--- config.mk ---
export PLATFORM = sky130hd
export DESIGN_NAME = hamming_encoder_pipe
export DESIGN_NICKNAME = d
export VERILOG_FILES = /design/src/rtl/hamming_pkg.sv /design/src/rtl/hamming_parity_gen.sv /design/src/rtl/hamming_encoder_pipe.sv
export SDC_FILE = /design/constraint.sdc
export NUM_CORES = 1
export LEC_CHECK = 0
export ABC_CLOCK_PERIOD_IN_PS = 2000
export BUFFER_PORTS_ARGS = -buffer_cell sky130_fd_sc_hd__buf_2
export CORE_MARGIN = 3
export CORE_UTILIZATION = 49
export DETAILED_ROUTE_END_ITERATION = 6
export GPL_TIMING_DRIVEN = 0
export PLACE_DENSITY_LB_ADDON = 0.1
export SYNTH_ARGS = -nofsm -noshare
export SYNTH_HDL_FRONTEND = slang
export SYNTH_SLANG_ARGS = --single-unit
--- constraint.sdc ---
create_clock -name clk -period 2 [get_ports clk]
set_input_delay 0.1 -clock clk [delete_from_list [all_inputs] [get_ports clk]]
set_output_delay 0.1 -clock clk [all_outputs]
set_load 0.05 [all_outputs]
--- src/rtl/hamming_pkg.sv ---
// Shared (71,64) Hamming definitions: widths, codeword type, scatter/gather maps
// and the parity helper used by both the encoder and the decoder.
package hamming_pkg;

    localparam int DATA_W = 64;
    localparam int CW_W   = 71;
    localparam int NPAR   = 7;

    typedef logic [CW_W:1] codeword_t;

    // Codeword position of data bit i (1..DATA_W); parity slots 2^k are skipped.
    function automatic int unsigned data_pos(input int unsigned i);
        int unsigned pos;
        if (i <= 32'd1) begin
            pos = 32'd3;
        end else if (i <= 32'd4) begin
            pos = i + 32'd3;
        end else if (i <= 32'd11) begin
            pos = i + 32'd4;
        end else if (i <= 32'd26) begin
            pos = i + 32'd5;
        end else if (i <= 32'd57) begin
            pos = i + 32'd6;
        end else begin
            pos = i + 32'd7;
        end
        return pos;
    endfunction

    function automatic codeword_t scatter(input logic [DATA_W:1] d);
        codeword_t cw;
        cw = '0;
        for (int unsigned i = 1; i <= DATA_W; i++) begin
            cw[data_pos(i)] = d[i];
        end
        return cw;
    endfunction

    function automatic logic [DATA_W:1] gather(input codeword_t cw);
        logic [DATA_W:1] d;
        d = '0;
        for (int unsigned i = 1; i <= DATA_W; i++) begin
            d[i] = cw[data_pos(i)];
        end
        return d;
    endfunction

    // Bit k is the XOR of every position whose index has bit k set.
    function automatic logic [NPAR-1:0] parity_calc(input codeword_t cw);
        logic [NPAR-1:0] p;
        p = '0;
        for (int k = 0; k < NPAR; k++) begin
            for (int j = 1; j <= CW_W; j++) begin
                if (j[k]) begin
                    p[k] = p[k] ^ cw[j];
                end
            end
        end
        return p;
    endfunction

    // One-hot flip mask; out-of-range positions give an all-zero mask.
    function automatic codeword_t inj_mask(input logic [NPAR:1] pos);
        codeword_t m;
        m = '0;
        for (int j = 1; j <= CW_W; j++) begin
            m[j] = (pos == NPAR'(j));
        end
        return m;
    endfunction

endpackage

--- src/rtl/hamming_parity_gen.sv ---
// Combinational parity fill: input has data scattered and parity slots zero,
// output has the seven even-parity bits placed at positions 1,2,4,...,64.
module hamming_parity_gen
    import hamming_pkg::*;
(
    input  logic [71:1] data_cw,
    output logic [71:1] cw
);

    logic [NPAR-1:0] par_s;

    // Insert computed parity into the power-of-two positions.
    always_comb begin
        par_s = parity_calc(data_cw);
        cw    = data_cw;
        for (int k = 0; k < NPAR; k++) begin
            cw[1 << k] = par_s[k];
        end
    end

endmodule

--- src/rtl/hamming_encoder_pipe.sv ---
// Two-stage pipelined (71,64) Hamming encoder with valid/ready on both sides.
// Define HAMMING_ENC_ERRINJ_EN to add the inj_pos single-bit error injection port.
module hamming_encoder_pipe
    import hamming_pkg::*;
#(
    parameter int CNT_W = 16
) (
    input  logic             clk,
    input  logic             rst_n,
    input  logic [64:1]      din,
`ifdef HAMMING_ENC_ERRINJ_EN
    input  logic [7:1]       inj_pos,
`endif
    input  logic             in_valid,
    output logic             in_ready,
    output logic [71:1]      codeword,
    output logic             out_valid,
    input  logic             out_ready,
    output logic [CNT_W-1:0] word_count
);

    logic             s1_valid_r;
    codeword_t        s1_data_r;
    logic [NPAR:1]    s1_inj_r;
    logic             out_valid_r;
    codeword_t        codeword_r;
    logic [CNT_W-1:0] word_count_r;

    logic             s2_load_s;
    logic             s1_load_s;
    logic [NPAR:1]    inj_in_s;
    codeword_t        par_cw_s;
    codeword_t        enc_cw_s;

    // Each stage loads when empty or when the stage below it advances.
    always_comb begin
        s2_load_s = !out_valid_r || out_ready;
        s1_load_s = !s1_valid_r || s2_load_s;
    end

`ifdef HAMMING_ENC_ERRINJ_EN
    assign inj_in_s = inj_pos;
`else
    assign inj_in_s = {NPAR{1'b0}};
`endif

    // Stage 1: scattered data, valid flag and injection position.
    always_ff @(posedge clk or negedge rst_n) begin
        if (!rst_n) begin
            s1_valid_r <= 1'b0;
            s1_data_r  <= '0;
            s1_inj_r   <= {NPAR{1'b0}};
        end else if (s1_load_s) begin
            s1_valid_r <= in_valid;
            if (in_valid) begin
                s1_data_r <= scatter(din);
                s1_inj_r  <= inj_in_s;
            end else begin
                s1_data_r <= s1_data_r;
                s1_inj_r  <= s1_inj_r;
            end
        end else begin
            s1_valid_r <= s1_valid_r;
        end
    end

    hamming_parity_gen u_parity_gen (
        .data_cw (s1_data_r),
        .cw      (par_cw_s)
    );

    // Injection happens after parity so the decoder sees a genuine single-bit error.
    always_comb begin
        enc_cw_s = par_cw_s ^ inj_mask(s1_inj_r);
    end

    // Stage 2: completed codeword and output valid.
    always_ff @(posedge clk or negedge rst_n) begin
        if (!rst_n) begin
            out_valid_r <= 1'b0;
            codeword_r  <= '0;
        end else if (s2_load_s) begin
            out_valid_r <= s1_valid_r;
            if (s1_valid_r) begin
                codeword_r <= enc_cw_s;
            end else begin
                codeword_r <= codeword_r;
            end
        end else begin
            out_valid_r <= out_valid_r;
        end
    end

    // Emitted-word counter, wraps naturally at 2^CNT_W.
    always_ff @(posedge clk or negedge rst_n) begin
        if (!rst_n) begin
            word_count_r <= {CNT_W{1'b0}};
        end else if (out_valid_r && out_ready) begin
            word_count_r <= word_count_r + CNT_W'(1);
        end else begin
            word_count_r <= word_count_r;
        end
    end

    assign in_ready   = s1_load_s;
    assign codeword   = codeword_r;
    assign out_valid  = out_valid_r;
    assign word_count = word_count_r;

endmodule

==> metrics, run 1 <==
fillers=between 900 and 1k; final std cells w/o fill=slightly below 900; ys flop type=dfrtp_1; vias in the first global route=~4.9k; max-cap violations=0; Startpoint Class=flip-flop; Post-DP Area=8004 um2; RSZ-0062 raised after global routing=yes; Iter 0 DRT Violations=between 150 and 200; synth unique cells=23; Layout area overhead=37.27%; ANT nets after route=0; Worst-Margin Slew=735.8 ps; Mapped Cells=approximately 450; die width=~120 um; Max Fanout on Critical Path=3; Placed Instances=781; utilization after layout=between 70% and 80%; die area=approximately 16000 um2; hold_ws=272.3 ps; Starting Density=between 50% and 60%; GRT met1 Usage=between 20% and 30%; global routing's busiest layer=met2; I/O pins=approximately 160; Combinational Power Share=~47%; sequential-to-total area share from yosys stat=a little under three fifths; met3 usage=approximately 5.8%; fmax=0.4748 GHz; largest net degree at the start of global routing=78; main area contributors after synthesis=dfrtp_1 55%, mux2_2 21%, xnor2_1 8.4%; Sw Ratio=roughly 37%; slowest stage delay, CP=430 ps; Worst Path Required=between 2000 and 2500 ps; CP max stage cell=dfrtp_2; final net count=770; drt wl/cell=18.23 um; drt first pass iters=4; HPWL after DPL=11.32 mm; synthesized area=a little under 7000 um2; Finished Cell Area=between 9000 and 10000 um2; Routed WL=approximately 16 mm; slew margin rel.=between 50% and 60%; syn_nets=roughly 520; gpl congestion=0.7942; clock network fraction of total power=around 22%; CTS tree=done; CTS sink cnt=between 150 and 200; Worst Setup Slack, final=-106.3 ps; CP bufs+invs=0; DRC=0; family with the most delay on the worst path=XOR/XNOR gates; Vert. Die Dim=124.8 um; Synth area leader=dfrtp_1; GRT Util Overall=a little over a fifth; grt met2 use=36.55%; share of the synthesized area in the top cell type=between 50% and 60%; Hold Crit Class=in2async; Via-to-Cell Ratio=5.009; detailed-route via count=4448; sequential share of power=30.8%; period utilization=105.3%; Post-synth EDFFs=0; final critical-path required period=between 2000 and 2500 ps; CTS max path bufs=2; internal cell power=between 8 and 9 mW; CP endpoint kind=flip-flop; status=finished, violations left; NetSw=slightly above 5 mW; Leak Pwr=4.452 nW; clk slew on worst S/H paths=about 60 ps; clock latency on the worst-skew pair=around 420 ps; Yosys warnings=0; layout cells sized above 1=about 50%; clock buffer count from CTS=17; port bufs=156; Power per Cell Area=between 1000 and 1500 nW/um2; Place WS=-486.6 ps; Remaining Overflow, GRT=0; violated checks=negative setup slack; first-pass GRT wire length=between 20 and 30 mm; max-slew violations=0; n_diodes=0; final hold violation count=0; crit path kind=reg2reg; ys async rst share=100.0%; Seq cells post-synth=153; Final setup violation count=2; clock skew=7.972 ps; peak supply drop=between 0.0008 and 0.0009 V; H-tree levels=4; initial antenna violation count=0; Avg Inst Size Synth=15.44 um2; core region area=~14000 um2; crit-path cells=xnor3_2 -> xnor3_1 -> xnor2_2 -> xor3_1 -> mux2_2; FP Rows=42; root buffer cell=clkbuf_16; Crit path arrival time=between 2000 and 2500 ps
[worst register-to-register path, delay by kind of cell, from the launching register on]
| family | cells | cell delay (ps) |
|---|---|---|
| xor gates and xnor gates | 4 | 1290 |
| DFF | 1 | 430 |
| muxes | 1 | 270 |
[power groups by stage]
stage	registers (mW)	logic [mW]	clock network, mW
6_report	4.37	6.66	3.16
3_3_place_gp	4.35	6.25	0
3_5_place_dp	4.39	6.35	0
2_1_floorplan	5.96	3.42	0
5_1_grt	4.46	7.05	3.36
4_1_cts	4.35	6.57	3.23
[Yosys cell counts, types with 3 or more instances]
cell type,count
nand2_1,14
nand4_1,4
xor2_1,13
mux2_2,130
clkbuf_1,11
xnor3_1,24
o21ai_1,3
nand3_1,5
dfrtp_1,153
xnor2_1,66
o21ai_0,3
nand2b_1,3
buf_1,4
[routing by layer]
| layer | up-vias | share of wire (%) | wire length (um) |
|---|---|---|---|
| li1 | 2061 | - | - |
| met1 | 2242 | 42 | 6813 |
| met2 | 120 | 51 | 8196 |
| met3 | 25 | 5.4 | 874 |
| met4 | 0 | 1.9 | 305 |
| met5 | - | 0 | 0 |
[cell families (layout without fill, tap and decap cells)]
group,count (synthesis),in the layout,synth area share (%)
AOI/OAI and AO/OA,6,6,0.4339
xor gates and xnor gates,109,109,19.69
adders and majority gates,1,1,0.1808
buffers and inverters,15,279,0.8137
DFF,153,153,55.33
muxes,130,130,21.16
and+or+nand+nor,34,34,2.387
[registers in the layout (all words and copies together), names as in the netlist]
| register | flops |
|---|---|
| s1_valid_r | 1 |
| s1_data_r | 64 |
| word_count | 16 |
| codeword | 71 |
| out_valid | 1 |
[cell usage in the layout (no fill, tap or decap), types with 2 or more instances in the layout]
master and n:
buf_1 4, xor2_1 10, xor2_2 3, bufinv_16 2
mux2_2 130, xnor2_4 2, clkbuf_16 17, dfrtp_2 9
dfrtp_1 144, xnor3_1 24, nand2_1 12, buf_4 10
clkbuf_4 4, dlygate4sd3_1 67, nand2b_1 3, clkinvlp_4 2
o21ai_0 3, clkbuf_8 7, clkbuf_1 4, nand4_1 4
and3_1 2, nor2_1 2, clkinv_2 2, buf_2 156
xor3_1 2, xnor2_2 13, xnor2_1 53, nand3_1 5
o21ai_1 3
[area by class of cell]
| cell class | instances | area (um2) | share of cell area [%] |
|---|---|---|---|
| Multi-Input combinational cell | 280 | 3192 | 33.61 |
| Clock inverter | 7 | 93.84 | 0.9880 |
| Tap cell | 176 | 220.2 | 2.319 |
| Sequential cell | 153 | 3840 | 40.43 |
| Clock buffer | 23 | 488.0 | 5.138 |
| Timing Repair Buffer | 234 | 1560 | 16.43 |
| Buffer | 15 | 103.9 | 1.093 |
[what timing repair did]
action | 4_1_cts | 5_1_grt
pin swaps | 11 | 12
hold buffers | 67 | 0
setup buffers | 3 | 7
setup endpoints to repair | 24 | 36
gates resized for setup | 18 | 15
endpoints found under the hold margin | 142 | 0
[metrics by stage]
step                      TNS (ps)  total power, mW
after floorplan             -920.3            9.376
after global placement     -207720            10.60
after detailed placement     -8149            10.74
after CTS                   -114.0            14.15
after global routing        -398.8            14.87
final                       -202.6            14.18
[worst paths after layout]
kind | from | to | slack [ps] | cells after the start
worst min-delay path | rst_n | word_count[7] | 270 | 2
max in group asynchronous | rst_n | s1_data_r[61] | 890 | 3
worst max-delay path | s1_data_r[56] | codeword[1] | -110 | 5
min in group clk | din[59] | s1_data_r[65] | 430 | 3
worst min register to register | word_count[15] | word_count[15] | 470 | 1
worst max register to register | s1_data_r[56] | codeword[1] | -110 | 5
Power figures use the tool's default switching activity.
==> inputs of run 2 (changes only) <==
--- a/config.mk
+++ b/config.mk
@@ -11,6 +11,7 @@
 export CORE_UTILIZATION = 49
 export DETAILED_ROUTE_END_ITERATION = 6
 export GPL_TIMING_DRIVEN = 0
+export MAX_ROUTING_LAYER = met4
 export PLACE_DENSITY_LB_ADDON = 0.1
 export SYNTH_ARGS = -nofsm -noshare
 export SYNTH_HDL_FRONTEND = slang
==> metrics, run 2 (synthesized netlist as in run 1, its figures left out) <==
Max Fanout on Critical Path=3; Worst-Margin Slew=roughly 750 ps; CTS tree=done; Finished Cell Area=between 9000 and 10000 um2; die width=about 120 um; Routed WL=around 16 mm; Via-to-Cell Ratio=between 4 and 5; root buffer cell=clkbuf_16; vias in the first global route=a little under 5k; Vert. Die Dim=~120 um; number of flip-flops in the largest register=71; ANT nets after route=0; clock skew=between 8 and 9 ps; Iter 0 DRT Violations=between 150 and 200; sequential cell area=between 3000 and 4000 um2; CTS sink cnt=around 150; Remaining Overflow, GRT=0; Crit path arrival time=around 2400 ps; Post-DP Area=approximately 8000 um2; Power per Cell Area=between 1000 and 1500 nW/um2; drt first pass iters=4; overall power=14.18 mW; Final setup violation count=2; n_diodes=0; crit-path cells=xnor3_2 -> xnor3_1 -> xnor2_2 -> xor3_1 -> mux2_2; clock buffer count from CTS=17; drt wl/cell=18.26 um; slew margin rel.=50.22%; HPWL after DPL=11.32 mm; fillers=~970; status=finished, violations left; violated checks=negative setup slack; port bufs=around 160; commonest non-fill, non-tap cell in the layout=buf_2; Worst Path Required=~2300 ps; core region area=13510 um2; detailed-route via count=4435; peak supply drop=about 0.00084 V; final hold violation count=0; final net count=between 700 and 800; most frequent cells in the layout=156 x buf_2, 144 x dfrtp_1, 130 x mux2_2, 67 x dlygate4sd3_1, 53 x xnor2_1; layout cells sized above 1=51.40%; Startpoint Class=flip-flop; family with the most delay on the worst path=XOR/XNOR gates; largest net degree at the start of global routing=between 70 and 80; period utilization=104.9%; GRT Util Overall=~22%; max-cap violations=0; max-slew violations=0; H-tree levels=4; clk slew on worst S/H paths=60 ps; first-pass GRT wire length=25.85 mm; final critical-path required period=~2100 ps; CP endpoint kind=flip-flop; crit path kind=reg2reg; Layout area overhead=37.27%; FP Rows=42; Starting Density=between 50% and 60%; I/O pins=between 150 and 200; multi-input logic area=around 3200 um2; Leak Pwr=approximately 4.5 nW; CP max stage cell=dfrtp_2; Worst Setup Slack, final=-97.11 ps; Hold Crit Class=in2async; slowest stage delay, CP=430 ps; fmax=between 0.4 and 0.5 GHz; initial antenna violation count=0; die area=approximately 16000 um2; clock latency on the worst-skew pair=420 ps; gpl congestion=about 0.81; CP bufs+invs=0; DRC=0; RSZ-0062 raised after global routing=yes; CTS max path bufs=2
==> run 2: cell counts in the layout (fill, tap and decap cells not counted) <==
No cell type changed its count.
==> run 2: metal layers <==
metal	vias to the layer above	routed length (um)	global-route usage (%)
met5	-	0	-
met4	0	296	8.482
met3	26	780	5.403
met2	123	8193	36.55
met1	2222	6942	26.81
li1	2064	-	-
==> run 2: worst reg2reg max path: stages, from the launching register on <==
cell and delay (ps):
dfrtp_2 430, xnor3_2 430, xnor3_1 430, xnor2_2 180, xor3_1 250, mux2_2 270
==> run 2: layout make-up <==
type / count / area share [%]
Sequential cell: 153 / 40.43
Clock inverter: 7 / 0.9880
Buffer: 15 / 1.093
Clock buffer: 23 / 5.138
Timing Repair Buffer: 234 / 16.43
Multi-Input combinational cell: 280 / 33.61
Tap cell: 176 / 2.319
==> run 2: worst paths after layout <==
check                                from        endpoint  slack, ps  depth (start not counted)
setup / recovery            s1_data_r[56]     codeword[1]       -100                          5
hold / removal                      rst_n   word_count[7]        270                          2
setup reg to reg            s1_data_r[56]     codeword[1]       -100                          5
hold reg to reg            word_count[15]  word_count[15]        470                          1
max in group asynchronous           rst_n   s1_data_r[61]        890                          3
min in group clk                  din[59]   s1_data_r[65]        430                          3
==> run 2: timing repair <==
item	CTS	global route
resized for setup	18	15
endpoints found under the setup margin	24	36
hold endpoints to repair	142	0
hold buffers	67	0
buffers inserted	3	7
pin swaps	11	12
==> run 2: where the power goes <==
group          internal, mW  switching, mW  total (mW)
clock                  1.95           1.20        3.15
combinational          3.25           3.41        6.66
sequential             3.79          0.578        4.37
==> run 2: per-stage QoR <==
stage               hold WS [ps]  instances  setup TNS [ps]  setup WS (ps)  util [%]
global route               339.4        888          -398.8         -199.5     70.33
CTS                        301.0        881          -114.0         -114.0     69.46
global placement           331.6        780         -207720          -1580     59.01
detailed placement         173.9        781           -8149         -486.6     59.26
floorplan                 -195.6        448          -920.3         -30.68         -
finish                     270.4        888          -192.6         -97.11     70.33
